[src/rtl/entrada_pin.sv]
// Keypad PIN collector: gathers two BCD digits while a vehicle is present and
// presents {digit1, digit2} on Pin for PULSO cycles to the gate controller.
module entrada_pin #(
  parameter int unsigned TIMEOUT = 20,
  parameter int unsigned PULSO   = 2
) (
  input  logic       Clk,
  input  logic       Reset,
  input  logic       Vehiculo,
  input  logic       Tecla_valida,
  input  logic [3:0] Tecla,
  output logic [7:0] Pin,
  output logic       Pin_listo,
  output logic       Error,
  output logic [1:0] Digitos
);

  localparam int unsigned TW = (TIMEOUT > 2) ? $clog2(TIMEOUT) : 1;
  localparam int unsigned CW = (PULSO > 1) ? $clog2(PULSO) : 1;
  localparam logic [TW-1:0] TIMER_MAX = TW'(TIMEOUT - 1);
  localparam logic [CW-1:0] CNT_MAX   = CW'(PULSO - 1);

  typedef enum logic [1:0] {
    ESPERA  = 2'd0,
    DIGITO1 = 2'd1,
    DIGITO2 = 2'd2,
    ENTREGA = 2'd3
  } state_t;

  state_t        state, state_n;
  logic [TW-1:0] timer, timer_n;
  logic [CW-1:0] cnt, cnt_n;
  logic [3:0]    d1, d1_n;
  logic [7:0]    pin_n;
  logic          listo_n, error_n;
  logic [1:0]    digitos_n;

  logic es_digito, es_borrar, es_invalida;

  assign es_digito   = Tecla_valida && (Tecla <= 4'd9);
  assign es_borrar   = Tecla_valida && (Tecla == 4'hA);
  assign es_invalida = Tecla_valida && (Tecla > 4'hA);

  // State and registered outputs
  always_ff @(posedge Clk) begin
    if (!Reset) begin
      state     <= ESPERA;
      timer     <= '0;
      cnt       <= '0;
      d1        <= '0;
      Pin       <= 8'h00;
      Pin_listo <= 1'b0;
      Error     <= 1'b0;
      Digitos   <= 2'd0;
    end else begin
      state     <= state_n;
      timer     <= timer_n;
      cnt       <= cnt_n;
      d1        <= d1_n;
      Pin       <= pin_n;
      Pin_listo <= listo_n;
      Error     <= error_n;
      Digitos   <= digitos_n;
    end
  end

  // Next state and next output values; counters clear unless the state is held
  always_comb begin
    state_n   = state;
    timer_n   = '0;
    cnt_n     = '0;
    d1_n      = d1;
    pin_n     = 8'h00;
    listo_n   = 1'b0;
    error_n   = 1'b0;
    digitos_n = Digitos;

    case (state)
      ESPERA: begin
        digitos_n = 2'd0;
        if (Vehiculo) state_n = DIGITO1;
      end

      DIGITO1: begin
        if (!Vehiculo) begin
          state_n   = ESPERA;
          digitos_n = 2'd0;
        end else if (es_digito) begin
          d1_n      = Tecla;
          digitos_n = 2'd1;
          state_n   = DIGITO2;
        end else if (es_invalida) begin
          error_n = 1'b1;
        end
      end

      DIGITO2: begin
        if (!Vehiculo) begin
          state_n   = ESPERA;
          digitos_n = 2'd0;
        end else if (es_digito) begin
          if ({d1, Tecla} == 8'h00) begin
            error_n   = 1'b1;
            digitos_n = 2'd0;
            state_n   = DIGITO1;
          end else begin
            pin_n   = {d1, Tecla};
            listo_n = 1'b1;
            state_n = ENTREGA;
          end
        end else if (es_borrar) begin
          digitos_n = 2'd0;
          state_n   = DIGITO1;
        end else if (es_invalida) begin
          error_n = 1'b1;
          timer_n = (timer == TIMER_MAX) ? timer : timer + TW'(1);
        end else if (timer == TIMER_MAX) begin
          error_n   = 1'b1;
          digitos_n = 2'd0;
          state_n   = DIGITO1;
        end else begin
          timer_n = timer + TW'(1);
        end
      end

      ENTREGA: begin
        if (cnt == CNT_MAX) begin
          digitos_n = 2'd0;
          state_n   = Vehiculo ? DIGITO1 : ESPERA;
        end else begin
          cnt_n   = cnt + CW'(1);
          pin_n   = Pin;
          listo_n = 1'b1;
        end
      end

      default: state_n = ESPERA;
    endcase
  end

endmodule
[config.mk]
export PLATFORM = sky130hd
export DESIGN_NAME = entrada_pin
export DESIGN_NICKNAME = d
export VERILOG_FILES = /design/src/rtl/entrada_pin.sv
export SDC_FILE = /design/constraint.sdc
export NUM_CORES = 1
export LEC_CHECK = 0
export CELL_PAD_IN_SITES_DETAIL_PLACEMENT = 1
export CELL_PAD_IN_SITES_GLOBAL_PLACEMENT = 1
export CORE_MARGIN = 3
export CORE_UTILIZATION = 35
export CTS_CLUSTER_SIZE = 8
export DETAILED_ROUTE_END_ITERATION = 8
export GPL_ROUTABILITY_DRIVEN = 0
export HOLD_SLACK_MARGIN = 0.06
export PLACE_DENSITY = 0.79
export RECOVER_POWER = 25
export SETUP_SLACK_MARGIN = 0.3
export SLEW_MARGIN = 20
export SYNTH_ARGS = -nofsm -noshare
export SYNTH_HDL_FRONTEND = slang
export SYNTH_SLANG_ARGS = --single-unit
export TNS_END_PERCENT = 5
[constraint.sdc]
create_clock -name Clk -period 1.7 [get_ports Clk]
set_input_delay 0.34 -clock Clk [delete_from_list [all_inputs] [get_ports Clk]]
set_output_delay 0.34 -clock Clk [all_outputs]
set_load 0.005 [all_outputs]
Word level (Yosys, flattened, before mapping). Cells that the tools add are included.

Flip-flop bits (word level): 24. Output and inout port bits: 12. Word-level logic and storage cells: 83.

Add/subtract/negate cells: 2. Order comparisons: 2. Equality and inequality tests: 12. Muxes and demuxes: 45. Bitwise gates (word level): 4. Reductions and logical operators: 10.

Operator list (count): $mux 2 (19); $mux 8 (4); $pmux 2 s4 (2); $pmux 8 s2 (1); $mux 5 (3); $mux 1 (14); $ne 5x5->1 const B (2); $reduce_and 5->1 (2); $logic_not 8->1 (1); $ne 2x2->1 const B (3); $add 5x1->5 const B (1); $eq 5x5->1 const B (1); $reduce_or 5->1 (1); $eq 2x2->1 const B (2); $eq 4x4->1 const B (1); $gt 4x4->1 const B (1); $le 4x4->1 const B (1); $ne 4x4->1 const B (1); $not 1->1 (4); $pmux 1 s2 (2); $logic_and 1x1->1 (3); $ne 3x3->1 const B (1); $reduce_and 3->1 (1); $reduce_or 3->1 (1); other kinds (3) (3).

Depth between registers and ports, before layout. Gate-level depths: netlist (run 1).

Depth in word-level cells: 7. Gate-level depth with buffers: 7.

Worst setup path after synthesis (run 1). Ideal clock, no wire load.

Kind: reg-to-reg. From: register timer[0]. To: register state[0]. Data arrival time: 1.644 ns. Data required time: 1.578 ns. Setup slack: -0.066 ns. Stages on the path, launching flop included: 6. Path buffers: 0. Path through: dfxtp_1 > ha_1 > and4bb_2 > o32ai_2 > or3_1 > o311a_1.

Longest elaborated chain between the ends: 3.

Ends and longest elaborated chain: start, declared (RTL line 31) `logic [TW-1:0] timer, timer_n;`; start signal, assigned (RTL line 57) `timer <= timer_n;`; $eq 5x5->1 (RTL line 117) `end else if (timer == TIMER_MAX) begin`; $ne 5x5->1 (no line); $reduce_and 5->1 (no line); end signal, assigned (RTL line 56) `state <= state_n;`; end, declared (RTL line 30) `state_t state, state_n;`.

No other way between the ends. A chain may end at the register's enable or synchronous reset.

Worst setup path in the final report (run 1).
From: register state[0]. To: register state[0].

Longest elaborated chain between the ends: 3.

Ends and longest elaborated chain: $eq 2x2->1 (tied with other cells) (RTL line 78) `case (state)`; $ne 5x5->1 (no line) (tied with other cells); $reduce_and 5->1 (no line).

Parallel ways exist; a longest one is shown, timed or not.

==> impl_metrics.py, run 1 <==
metrics = {
    "detailed_routing": {
        "drtAntennaViolNets": 0,
        "drc": 0,
        "drt-total-wl_um": 3940,
        "num_vias": 1088,
        "wl_per_cell_um": 19.6,
        "first_iter_violations": 38,
        "vias_per_cell": 5.41,
        "drt_first_pass_iters": 4,
    },
    "clock_tree": {
        "clock_latency_ps": 330,
        "cts_buffer_depth": 2,
        "clock_sinks": 23,
        "cts_tree": "built",
        "cts-root-buf": "clkbuf_4",
        "cts_buffers": 3,
        "clk_pin_slew_worst_paths_ps": 140,
        "ctsHoldBuffers": 0,
        "h-tree-depth": 1,
    },
    "logic_synthesis": {
        "syn_inst": 116,
        "yosysWarningCount": 0,
        "syn_area_sq_um": 1110,
        "synthArstFlopShare_pct": 0,
        "synth_fp_nets": 129,
        "synth_mux_area_share_pct": 5.39,
        "synth-xor-area-share_pct": 1.57,
        "syn_avg_cell_area_sq_um": 9.61,
        "synth_cell_types": 39,
        "yosysTopAreaCellShare_pct": 41.3,
        "synth_flop_cell": "dfxtp_1",
        "synth_edf_count": 0,
        "synth_fa_ha_area_share_pct": 5.61,
        "synth_compound_area_share_pct": 20.1,
        "yosys.area_share.simple_pct": 21.9,
        "yosysTopAreaCell": "dfxtp_1",
        "ys_ff_latch": 23,
        "synth_top_family_by_area": "simple AND/OR/NAND/NOR gates",
        "ys_seq_area_share_pct": 41.3,
        "ys_top_cells_by_area": "dfxtp_1 (41%), a22o_1 (6.3%), ha_1 (5.6%)",
    },
    "global_route": {
        "grt_pass1_vias": 1201,
        "grt_pass1_wl_um": 5690,
        "met1_usage_pct": 21.0,
        "antenna_found_initial": 0,
        "grt_use_met3_pct": 2.88,
        "gr-max-usage-layer": "met2",
        "track_usage_pct": 17.9,
        "met2_usage_pct": 32.5,
        "grt-ovfl-total": 0,
        "grt_max_degree": 13,
    },
    "critical_path": {
        "worstPathRequired_ps": 1940,
        "arrival_ps": 1920,
        "path_class": "flop to flop",
        "worstPathCellList": "inv_2, ha_4, nand4_1, o32ai_4, or3_4, o311a_1",
        "worst_setup_path_end_kind": "flop",
        "cpMaxStageDelayCell": "dfxtp_2",
        "start_kind": "flop",
        "cp_max_fo": 4,
        "critPathMaxStageDelay_ps": 420,
    },
    "timing": {
        "finalHoldViolations": 0,
        "fin_ws_ps": 24.8,
        "fin_crit_sh_pct": 98.5,
        "finalMaxSlewViolations": 0,
        "period_needed_ps": 1680,
        "fmax_mhz": 597,
        "grt_setup_unrepaired": "true",
        "setup_viol": 0,
        "timing.clock.skew_ps": 19.9,
    },
    "place": {
        "numPortBuffers": 18,
        "dpl.hpwl_um": 2350,
        "post_dp_cell_area_sq_um": 1530,
        "place_ws_ps": -416,
    },
    "cells_and_area": {
        "layout_common_cells": "buf_4 (26), dlymetal6s2s_1 (13), dfxtp_2 (12), dfxtp_1 (9), a22o_1 (8)",
        "layout_commonest_cell": "buf_4",
        "post_route_cells_drive_above_1_share_pct": 48.4,
        "diodes": 0,
        "fillers": 314,
        "final_cell_area_sq_um": 1800,
        "regArea_sq_um": 483,
        "multi_input_area_sq_um": 801,
        "fin_nets": 173,
        "area_growth_pct": 61.5,
    },
    "run_status": {
        "outcome": "complete, no violations",
    },
    "floorplan": {
        "rows": 19,
        "initial_core_util_pct": 38.4,
        "die-area_sq_um": 3900,
        "coreArea_sq_um": 2900,
        "die_w_um": 62.4,
        "die_h_um": 62.4,
        "io_pins": 20,
    },
    "worst_hold_path": {
        "hold_path_class": "input pin to flop",
    },
    "power": {
        "p_leak_nw": 0.894,
        "power_density_nw_per_um2": 592,
        "peakVddDrop_mv": 0.280,
    },
    "run": {
        "cap_violations": 0,
    },
}
-- logic make-up (layout without fill, tap and decap cells) --
| logic type | count (synthesis) | in the layout |
|---|---|---|
| mux | 6 | 6 |
| simple gates | 42 | 42 |
| fa+ha+maj | 5 | 5 |
| xor+xnor | 2 | 2 |
| other cells | 1 | 1 |
| flops | 23 | 23 |
| buf+inv | 10 | 53 |
| compound gates | 27 | 27 |
-- per-layer routing --
layer | share of wire, % | wire length [um] | up-vias
met5 | 0 | 0 | -
li1 | - | - | 512
met3 | 2.7 | 108 | 9
met2 | 51 | 2000 | 26
met4 | 2.6 | 101 | 0
met1 | 44 | 1740 | 541
-- sequential cells by signal (all words and copies together) (netlist names) --
signal	flops
cnt	1
Error	1
state	2
timer	5
d1	4
Digitos	1
Pin_listo	1
Pin	8
-- final cells by class --
class	instances	share of cell area, %
flip-flops and latches	23	26.8
inverters	3	0.764
multi-input cells	83	44.5
well taps	42	2.92
repair buffers	46	23.6
clock buffers	4	1.46
-- path summary, 6_finish.rpt --
check                           cells past startpoint                  start  slack [ps]               endpoint
worst max-delay path                                6  state[0]$_SDFFE_PN0P_          20  state[0]$_SDFFE_PN0P_
worst min-delay path                                3               Tecla[2]         450     d1[2]$_SDFFE_PN0P_
worst max register to register                      6  state[0]$_SDFFE_PN0P_          20  state[0]$_SDFFE_PN0P_
worst min register to register                      1    Pin[2]$_SDFFE_PN0P_         480    Pin[2]$_SDFFE_PN0P_
-- synth_stat cells (2+ instances only) --
cell type	instances
inv_1	3
nand3_1	4
a22o_1	8
o21ai_0	2
nor3_1	2
o21a_1	2
a21oi_1	5
o32ai_1	2
nor4_1	5
nor2_1	6
clkbuf_1	5
mux2i_1	6
ha_1	5
nand2_1	7
nor3b_1	2
nor2b_1	6
dfxtp_1	23
or3_1	2
-- power breakdown --
part / total (mW) / internal (mW) / switching, mW
Sequential: 0.564 / 0.548 / 0.0153
Combinational: 0.231 / 0.114 / 0.117
Clock: 0.270 / 0.0921 / 0.178
Total: 1.07 / 0.754 / 0.311
-- critical path: cells and delay by family (launching register included) --
kind | cells | cell delay, ps
simple gates | 2 | 500
flops | 1 | 420
compound gates | 2 | 420
fa+ha+maj | 1 | 170
buf+inv | 1 | 70
-- stage by stage --
stage	utilization, %	hold WS, ps	power [mW]	TNS, ps	instances
after floorplan	-	451	0.659	0	116
after global placement	52.6	444	0.739	-5750	193
after detailed placement	52.6	455	0.747	-6630	193
after CTS	56.2	494	1.02	0	200
after global routing	62.1	472	1.11	-106	201
final	62.1	453	1.07	0	201
-- repair_timing --
item,in CTS,in global routing
endpoints found under the setup margin,34,34
pin swaps,1,9
buffers inserted,3,1
hold endpoints to repair,0,0
resized for setup,15,53
Note: power is estimated with default switching activity, not from simulation.
==> inputs of run 2 (changes only) <==
--- a/config.mk
+++ b/config.mk
@@ -8,12 +8,12 @@
 export CELL_PAD_IN_SITES_DETAIL_PLACEMENT = 1
 export CELL_PAD_IN_SITES_GLOBAL_PLACEMENT = 1
 export CORE_MARGIN = 3
-export CORE_UTILIZATION = 35
+export CORE_UTILIZATION = 40
 export CTS_CLUSTER_SIZE = 8
 export DETAILED_ROUTE_END_ITERATION = 8
 export GPL_ROUTABILITY_DRIVEN = 0
 export HOLD_SLACK_MARGIN = 0.06
-export PLACE_DENSITY = 0.79
+export PLACE_DENSITY = 0.84
 export RECOVER_POWER = 25
 export SETUP_SLACK_MARGIN = 0.3
 export SLEW_MARGIN = 20
==> constraint.sdc (replaced) <==
create_clock -name Clk -period 2.1 [get_ports Clk]
set_input_delay 0.42 -clock Clk [delete_from_list [all_inputs] [get_ports Clk]]
set_output_delay 0.42 -clock Clk [all_outputs]
set_load 0.005 [all_outputs]
==> impl_metrics.py, run 2 (synthesis gave the netlist of run 1 again) <==
metrics = {
    "run_status": {
        "outcome": "complete, no violations",
    },
    "floorplan": {
        "rows": 18,
        "die-area_sq_um": 3460,
        "die_w_um": 58.8,
        "io_pins": 20,
        "initial_core_util_pct": 43.4,
        "coreArea_sq_um": 2570,
        "die_h_um": 58.8,
    },
    "clock_tree": {
        "cts-root-buf": "clkbuf_4",
        "ctsHoldBuffers": 0,
        "clock_sinks": 23,
        "h-tree-depth": 1,
        "cts_tree": "built",
        "cts_buffers": 3,
        "clk_pin_slew_worst_paths_ps": 130,
        "cts_buffer_depth": 2,
        "clock_latency_ps": 310,
    },
    "cells_and_area": {
        "fin_nets": 158,
        "layout_common_cells": "dfxtp_1 (20), buf_4 (12), a22o_1 (8)",
        "layout_commonest_cell": "dfxtp_1",
        "fillers": 295,
        "largest_reg_flops": 8,
        "diodes": 0,
        "regMostFlops": "Pin",
        "area_growth_pct": 31.7,
        "post_route_cells_drive_above_1_share_pct": 20.8,
        "final_core_util_pct": 57.2,
        "top_regs": "Pin (8), timer (5), d1 (4)",
    },
    "timing": {
        "hold_ws_ps": 490,
        "grt_setup_unrepaired": "true",
        "fin_crit_sh_pct": 85.5,
        "finalHoldViolations": 0,
        "tns_ps": 0,
        "finalMaxSlewViolations": 0,
        "period_needed_ps": 1790,
        "timing.clock.skew_ps": 1.92,
        "setup_viol": 0,
        "fmax_mhz": 557,
    },
    "detailed_routing": {
        "wl_per_cell_um": 15.6,
        "first_iter_violations": 9,
        "drt_first_pass_iters": 2,
        "met3WireLength_um": 71,
        "highest_layer": "met4",
        "drt-total-wl_um": 2710,
        "vias_per_cell": 5.55,
        "drtAntennaViolNets": 0,
        "num_vias": 965,
        "dr_wl_met2_um": 1380,
        "drc": 0,
        "drt-met1-wl_um": 1210,
    },
    "global_route": {
        "grt_pass1_wl_um": 4910,
        "grt-ovfl-total": 0,
        "antenna_found_initial": 0,
        "grt_max_degree": 14,
        "track_usage_pct": 18.3,
        "grt_pass1_vias": 1071,
    },
    "critical_path": {
        "critPathMaxStageDelay_ps": 610,
        "cpLargestDelayFamily": "buffers and inverters",
        "arrival_ps": 2020,
        "worstPathRequired_ps": 2330,
        "cpMaxStageDelayCell": "dlygate4sd3_1",
        "path_class": "input pin to flop",
        "start_kind": "input pin",
        "cp_num_buf_inv": 2,
        "worstPathCellList": "dlygate4sd3_1, clkbuf_1, nand3_1, a21o_1, nor4_1",
        "cp_max_fo": 7,
        "worst_setup_path_end_kind": "flop",
    },
    "power": {
        "peakVddDrop_mv": 0.300,
        "p_leak_nw": 0.597,
        "power_density_nw_per_um2": 538,
    },
    "place": {
        "numPortBuffers": 18,
        "dpl.hpwl_um": 2030,
    },
    "run": {
        "cap_violations": 0,
    },
    "worst_hold_path": {
        "hold_path_class": "flop to flop",
    },
}
## run 2: repair_timing
item / in CTS / in global routing
buffers inserted: 2 / 0
resized for setup: 16 / 1
setup endpoints to repair: 4 / 17
## run 2: metal layers
layer,global-route usage (%),vias up
met3,2.63,7
li1,-,484
met5,0,-
met4,6.15,0
met1,22.5,458
met2,32.5,16
## run 2: area by class of cell
cell class / instances / area (sq um) / area share, %
inverter: 3 / 11.3 / 0.767
timing repair buffer: 31 / 269 / 18.3
clock buffer: 3 / 22.5 / 1.53
clock inverter: 1 / 5.00 / 0.341
tap: 30 / 37.5 / 2.56
sequential: 23 / 464 / 31.6
multi-input combinational: 83 / 658 / 44.8
## run 2: worst paths after layout
kind | from | to | slack, ps | cells past startpoint
setup / recovery | Vehiculo | timer[4]$_SDFFE_PP0P_ | 310 | 5
hold / removal | Pin[6]$_SDFFE_PN0P_ | Pin[6]$_SDFFE_PN0P_ | 490 | 1
setup reg to reg | timer[1]$_SDFFE_PP0P_ | state[0]$_SDFFE_PN0P_ | 330 | 5
hold reg to reg | Pin[6]$_SDFFE_PN0P_ | Pin[6]$_SDFFE_PN0P_ | 490 | 1
## run 2: through the flow
stage	worst slack (ps)	instance area [sq um]	instances	total power, mW
final	305	1470	174	0.789
after global placement	-50.5	1380	168	0.578
after global routing	197	1470	174	0.841
after floorplan	334	1110	116	0.532
after CTS	310	1470	174	0.799
after detailed placement	-116	1380	168	0.584
## run 2: power breakdown
group	switching, mW	internal (mW)
Combinational	0.0659	0.0586
Sequential	0.00977	0.446
Clock	0.138	0.0712
==> edit 1: new RTL, flow settings as in run 1 <==
Make the reset (`Reset`) asynchronous in one clocked block.
--- a/src/rtl/entrada_pin.sv
+++ b/src/rtl/entrada_pin.sv
@@ -43,5 +43,5 @@
 
   // State and registered outputs
-  always_ff @(posedge Clk) begin
+  always_ff @(posedge Clk or negedge Reset) begin
     if (!Reset) begin
       state     <= ESPERA;
Behaviour: differs if Reset is asserted again (counterexample within 4 cycles, from zero or initial values and one cycle with Reset low); with Reset held inactive, the same outputs for 10 cycles.
==> edit 1 against run 1 <==
  * Clock skew fell by 0.013 ns
  * Maximum frequency rose by 3.5%
  * Routed wire length fell by 21%
  * Via count fell by 11%
  * Sequential cell count did not move
  * Design area fell by 9.0%
  * Worst setup slack improved by 0.056 ns
  * Synthesized area rose by 2.5%
  * Critical path type unchanged
  * Largest cell class unchanged
  * Highest routed layer unchanged
Power is not compared: it rests on default switching activity, and its combinational part moved more than twofold at a synthesized area within 25%.
==> edit 1: results (changes against run 1) <==
commonest cells in the netlist dfrtp_1 (23), a22o_1 (8), nand2_1 (6), nor2_1 (6) (was dfxtp_1 (23), a22o_1 (8), nand2_1 (7)); Reg2Reg Depth 5 (was 6); Routed met2 length 1740 um (was 2000 um); Synth Area in Compound Gates 17.4% (was 20.1%); Metal-1 WL 1170 um (was 1740 um); vias in the first global route 1086 (was 1201); Reg2Reg Setup Slack 0.08 ns (was 0.02 ns); Hold Crit Depth 2 (was 3); fin nets 158 (was 173); placed cell areas 1510 um2 (was 1530 um2); clk slew on worst S/H paths 0.12 ns (was 0.14 ns); status finished clean (unchanged); fraction of layout cells with a size suffix above 1 34.0% (was 48.4%); met1 usage 17.7% (was 21.0%); Cell variety after synth 35 (was 39); critical path's largest stage delay 0.53 ns (was 0.42 ns); CTS resizes 11 (was 15); Max Clock Skew 0.00722 ns (was 0.0199 ns); post-synthesis adder-cell area fraction 5.48% (was 5.61%); WL final 3100 um (was 3940 um); postcts setup bufs 5 (was 3); Syn Nets 112 (was 129); CP startpoint d1[3] (was state[0]); All-Layer GR Usage 17.3% (was 17.9%); Initial DRC Count 22 (was 38); crit path max fanout 3 (was 4); mux cell area share after synthesis 4.82% (was 5.39%); Hold Crit Start Tecla[0] (was Tecla[2]); pin count of the biggest net entering global routing 24 (was 13)
-- edit 1: cell count changes after synthesis, moves of 4 or more --
| cell | change |
|---|---|
| mux2_2 | +4 |
| mux2i_1 | -5 |
| dfxtp_1 | -23 |
| dfrtp_1 | +23 |
| clkbuf_1 | -4 |
| nor4_1 | -5 |
| nor2b_1 | -6 |
-- edit 1: final cells by class --
cell class	count	area, um2	area share, %
clock buffers	4	26.3	1.60
well taps	44	55.1	3.36
repair buffers	43	359	21.9
multi-input cells	69	603	36.8
flip-flops and latches	23	576	35.1
inverters	5	18.8	1.15
-- edit 1: through the flow --
stage,setup WS [ns],instances
floorplan,0.195,99
global placement,-0.421,175
detailed placement,-0.463,175
CTS,0.0880,184
global route,-0.00757,188
finish,0.0809,188
==> edit 2: new RTL, flow settings as in run 1 <==
Made on the original files. The parameter `TIMEOUT` goes from 20 to 40.
--- a/src/rtl/entrada_pin.sv
+++ b/src/rtl/entrada_pin.sv
@@ -2,5 +2,5 @@
 // presents {digit1, digit2} on Pin for PULSO cycles to the gate controller.
 module entrada_pin #(
-  parameter int unsigned TIMEOUT = 20,
+  parameter int unsigned TIMEOUT = 40,
   parameter int unsigned PULSO   = 2
 ) (
Behaviour: same outputs for any inputs over 10 cycles, from zero or initial values and one cycle with Reset low; that may be too few to reach the edited logic, so the function may still have changed.
==> edit 2 against run 1 <==
  * Design area down 8.2%
  * Count of clock-buffer cells in the layout shrank 1
  * Synthesized area is 2.0% higher
  * Core utilization is 8.4 points lower
  * Sequential power rose by 4%
  * Routed wire length down 13%
  * Clock skew shrank 0.017 ns
  * Cell count rose by 1.5%
  * Sequential cell count is 1 higher
  * Worst setup slack lost 0.020 ns
  * Clock power up 57%
  * Power is 11% higher
  * Combinational power decreased by 24%
  * Critical path type unchanged
==> edit 2: results (changes against run 1) <==
status finished clean (unchanged); critical path's largest stage delay 0.39 ns (was 0.42 ns); ys async rst share 0% (unchanged); met1 usage 20.7% (was 21.0%); Syn Nets 135 (was 129); worst skew pair latency 0.32 ns; Hold Crit Depth 3 (unchanged); multi-input logic area 706 um2 (was 801 um2); Area contributors post-synth dfxtp_1 (42%), ha_1 (6.6%), a22o_1 (6.2%) (was dfxtp_1 (41%), a22o_1 (6.3%), ha_1 (5.6%)); TritonCTS clock tree done (unchanged); met3 Track Usage GR 3.06% (was 2.88%); Initial DRC Count 42 (was 38); vias in the first global route 1194 (was 1201); pin count of the biggest net entering global routing 15 (was 13); Non-clock buffers 38 (was 46); Logic inverters 4 (was 3); LEAKAGE 0.691 nW (was 0.894 nW); sequential area share after synthesis 42.2% (was 41.3%); commonest cells in the netlist dfxtp_1 (24), nor2_1 (14), a22o_1 (8), nand2_1 (8) (was dfxtp_1 (23), a22o_1 (8), nand2_1 (7)); largest registers Pin: 8 flops, timer: 6 flops, d1: 4 flops (was Pin: 8 flops, timer: 5 flops, d1: 4 flops); most used flip-flop cell after synthesis dfxtp_1 (unchanged); via count 1072 (was 1088); Worst path slowest cell dfxtp_4 (was dfxtp_2); sequential cell area share 29.8% (was 26.8%); Max Clock Skew 0.00302 ns (was 0.0199 ns); antenna fix cells 0 (unchanged); maximum clock path buffer count 2 (unchanged); Cell variety after synth 37 (was 39); total number of H-tree levels 1 (unchanged); buffer share of cell area 20.1% (was 23.6%); peak supply drop 325 uV (was 280 uV); comb_multi_in 90 (was 83); area growth from synthesis to layout 45.3% (was 61.5%); WL final 3430 um (was 3940 um); clk slew on worst S/H paths 0.14 ns (about the same); final-layout fill cell count 365 (was 314); Clock buffer cells 3 (was 4); Worst Path Arrival 1.96 ns (was 1.92 ns); Synth Warn # 0 (unchanged); fin nets 175 (was 173); CTS resizes 20 (was 15); first drt pass iteration count 4 (unchanged); postcts setup bufs 2 (was 3); placed cell areas 1490 um2 (was 1530 um2); fraction of layout cells with a size suffix above 1 30.6% (was 48.4%); met2 GRT Util 34.7% (was 32.5%); clk tree area frac 3.18% (was 1.46%); Sink Count 24 (was 23); first-pass GRT wire length 5820 um (was 5690 um); crit-path leading delay family compound AO/OA/AOI/OAI gates (was simple AND/OR/NAND/NOR gates); HPWL after DPL 2410 um (was 2350 um); All-Layer GR Usage 18.5% (was 17.9%); Syn Area/Cell 9.40 um2 (was 9.61 um2); port bufs 18 (unchanged)
-- edit 2: cell types whose count changed after synthesis, moves of 2 or more --
cell      before  now
o21ai_1        0    3
o21ai_0        2    0
nor2_1         6   14
nand3_1        4    7
clkbuf_1       5    1
nor3b_1        2    0
nor4_1         5    0
xor2_1         1    3
nor2b_1        6    3
or4_1          0    2
o32ai_1        2    0
-- edit 2: logic make-up after synthesis --
group | synth area share [%]
other | 0.330
DFF | 42.2
buffers and inverters | 3.30
and+or+nand+nor | 20.9
muxes | 6.16
AOI/OAI and AO/OA | 18.2
xor gates and xnor gates | 2.31
adders and majority gates | 6.60
-- edit 2: power breakdown --
part           switching, W  total, W  internal (W)
registers         0.0000112  0.000584      0.000573
logic             0.0000868  0.000176     0.0000892
clock network      0.000185  0.000424      0.000238
-- edit 2: metrics by stage --
stage                     utilization, %  total power [W]  cells  setup slack (ns)
after floorplan                        -         0.000668    121            0.0905
after global placement              48.3         0.000736    198            -0.393
after detailed placement            48.3         0.000747    198            -0.463
after CTS                           51.9          0.00118    204            0.0235
after global routing                53.7          0.00124    204           -0.0860
final                               53.7          0.00118    204           0.00526
-- edit 2: tightest hold or removal path, stage by stage --
cell and delay, ns:
dlymetal6s2s_1 0.13, buf_6 0.13, a22o_1 0.11
-- edit 2: path summary, 6_finish.rpt --
kind                              endpoint  slack (ns)  startpoint
worst max register to register  Digitos[0]       0.005    state[1]
worst min-delay path                Pin[0]        0.42    Tecla[0]
worst min register to register    timer[0]        0.48    timer[0]
worst max-delay path            Digitos[0]       0.005    state[1]
-- edit 2: routing by layer --
layer	vias to the layer above	wire length, um
met5	-	0
met4	0	43
met3	4	109
met2	22	1830
met1	536	1450
li1	510	-
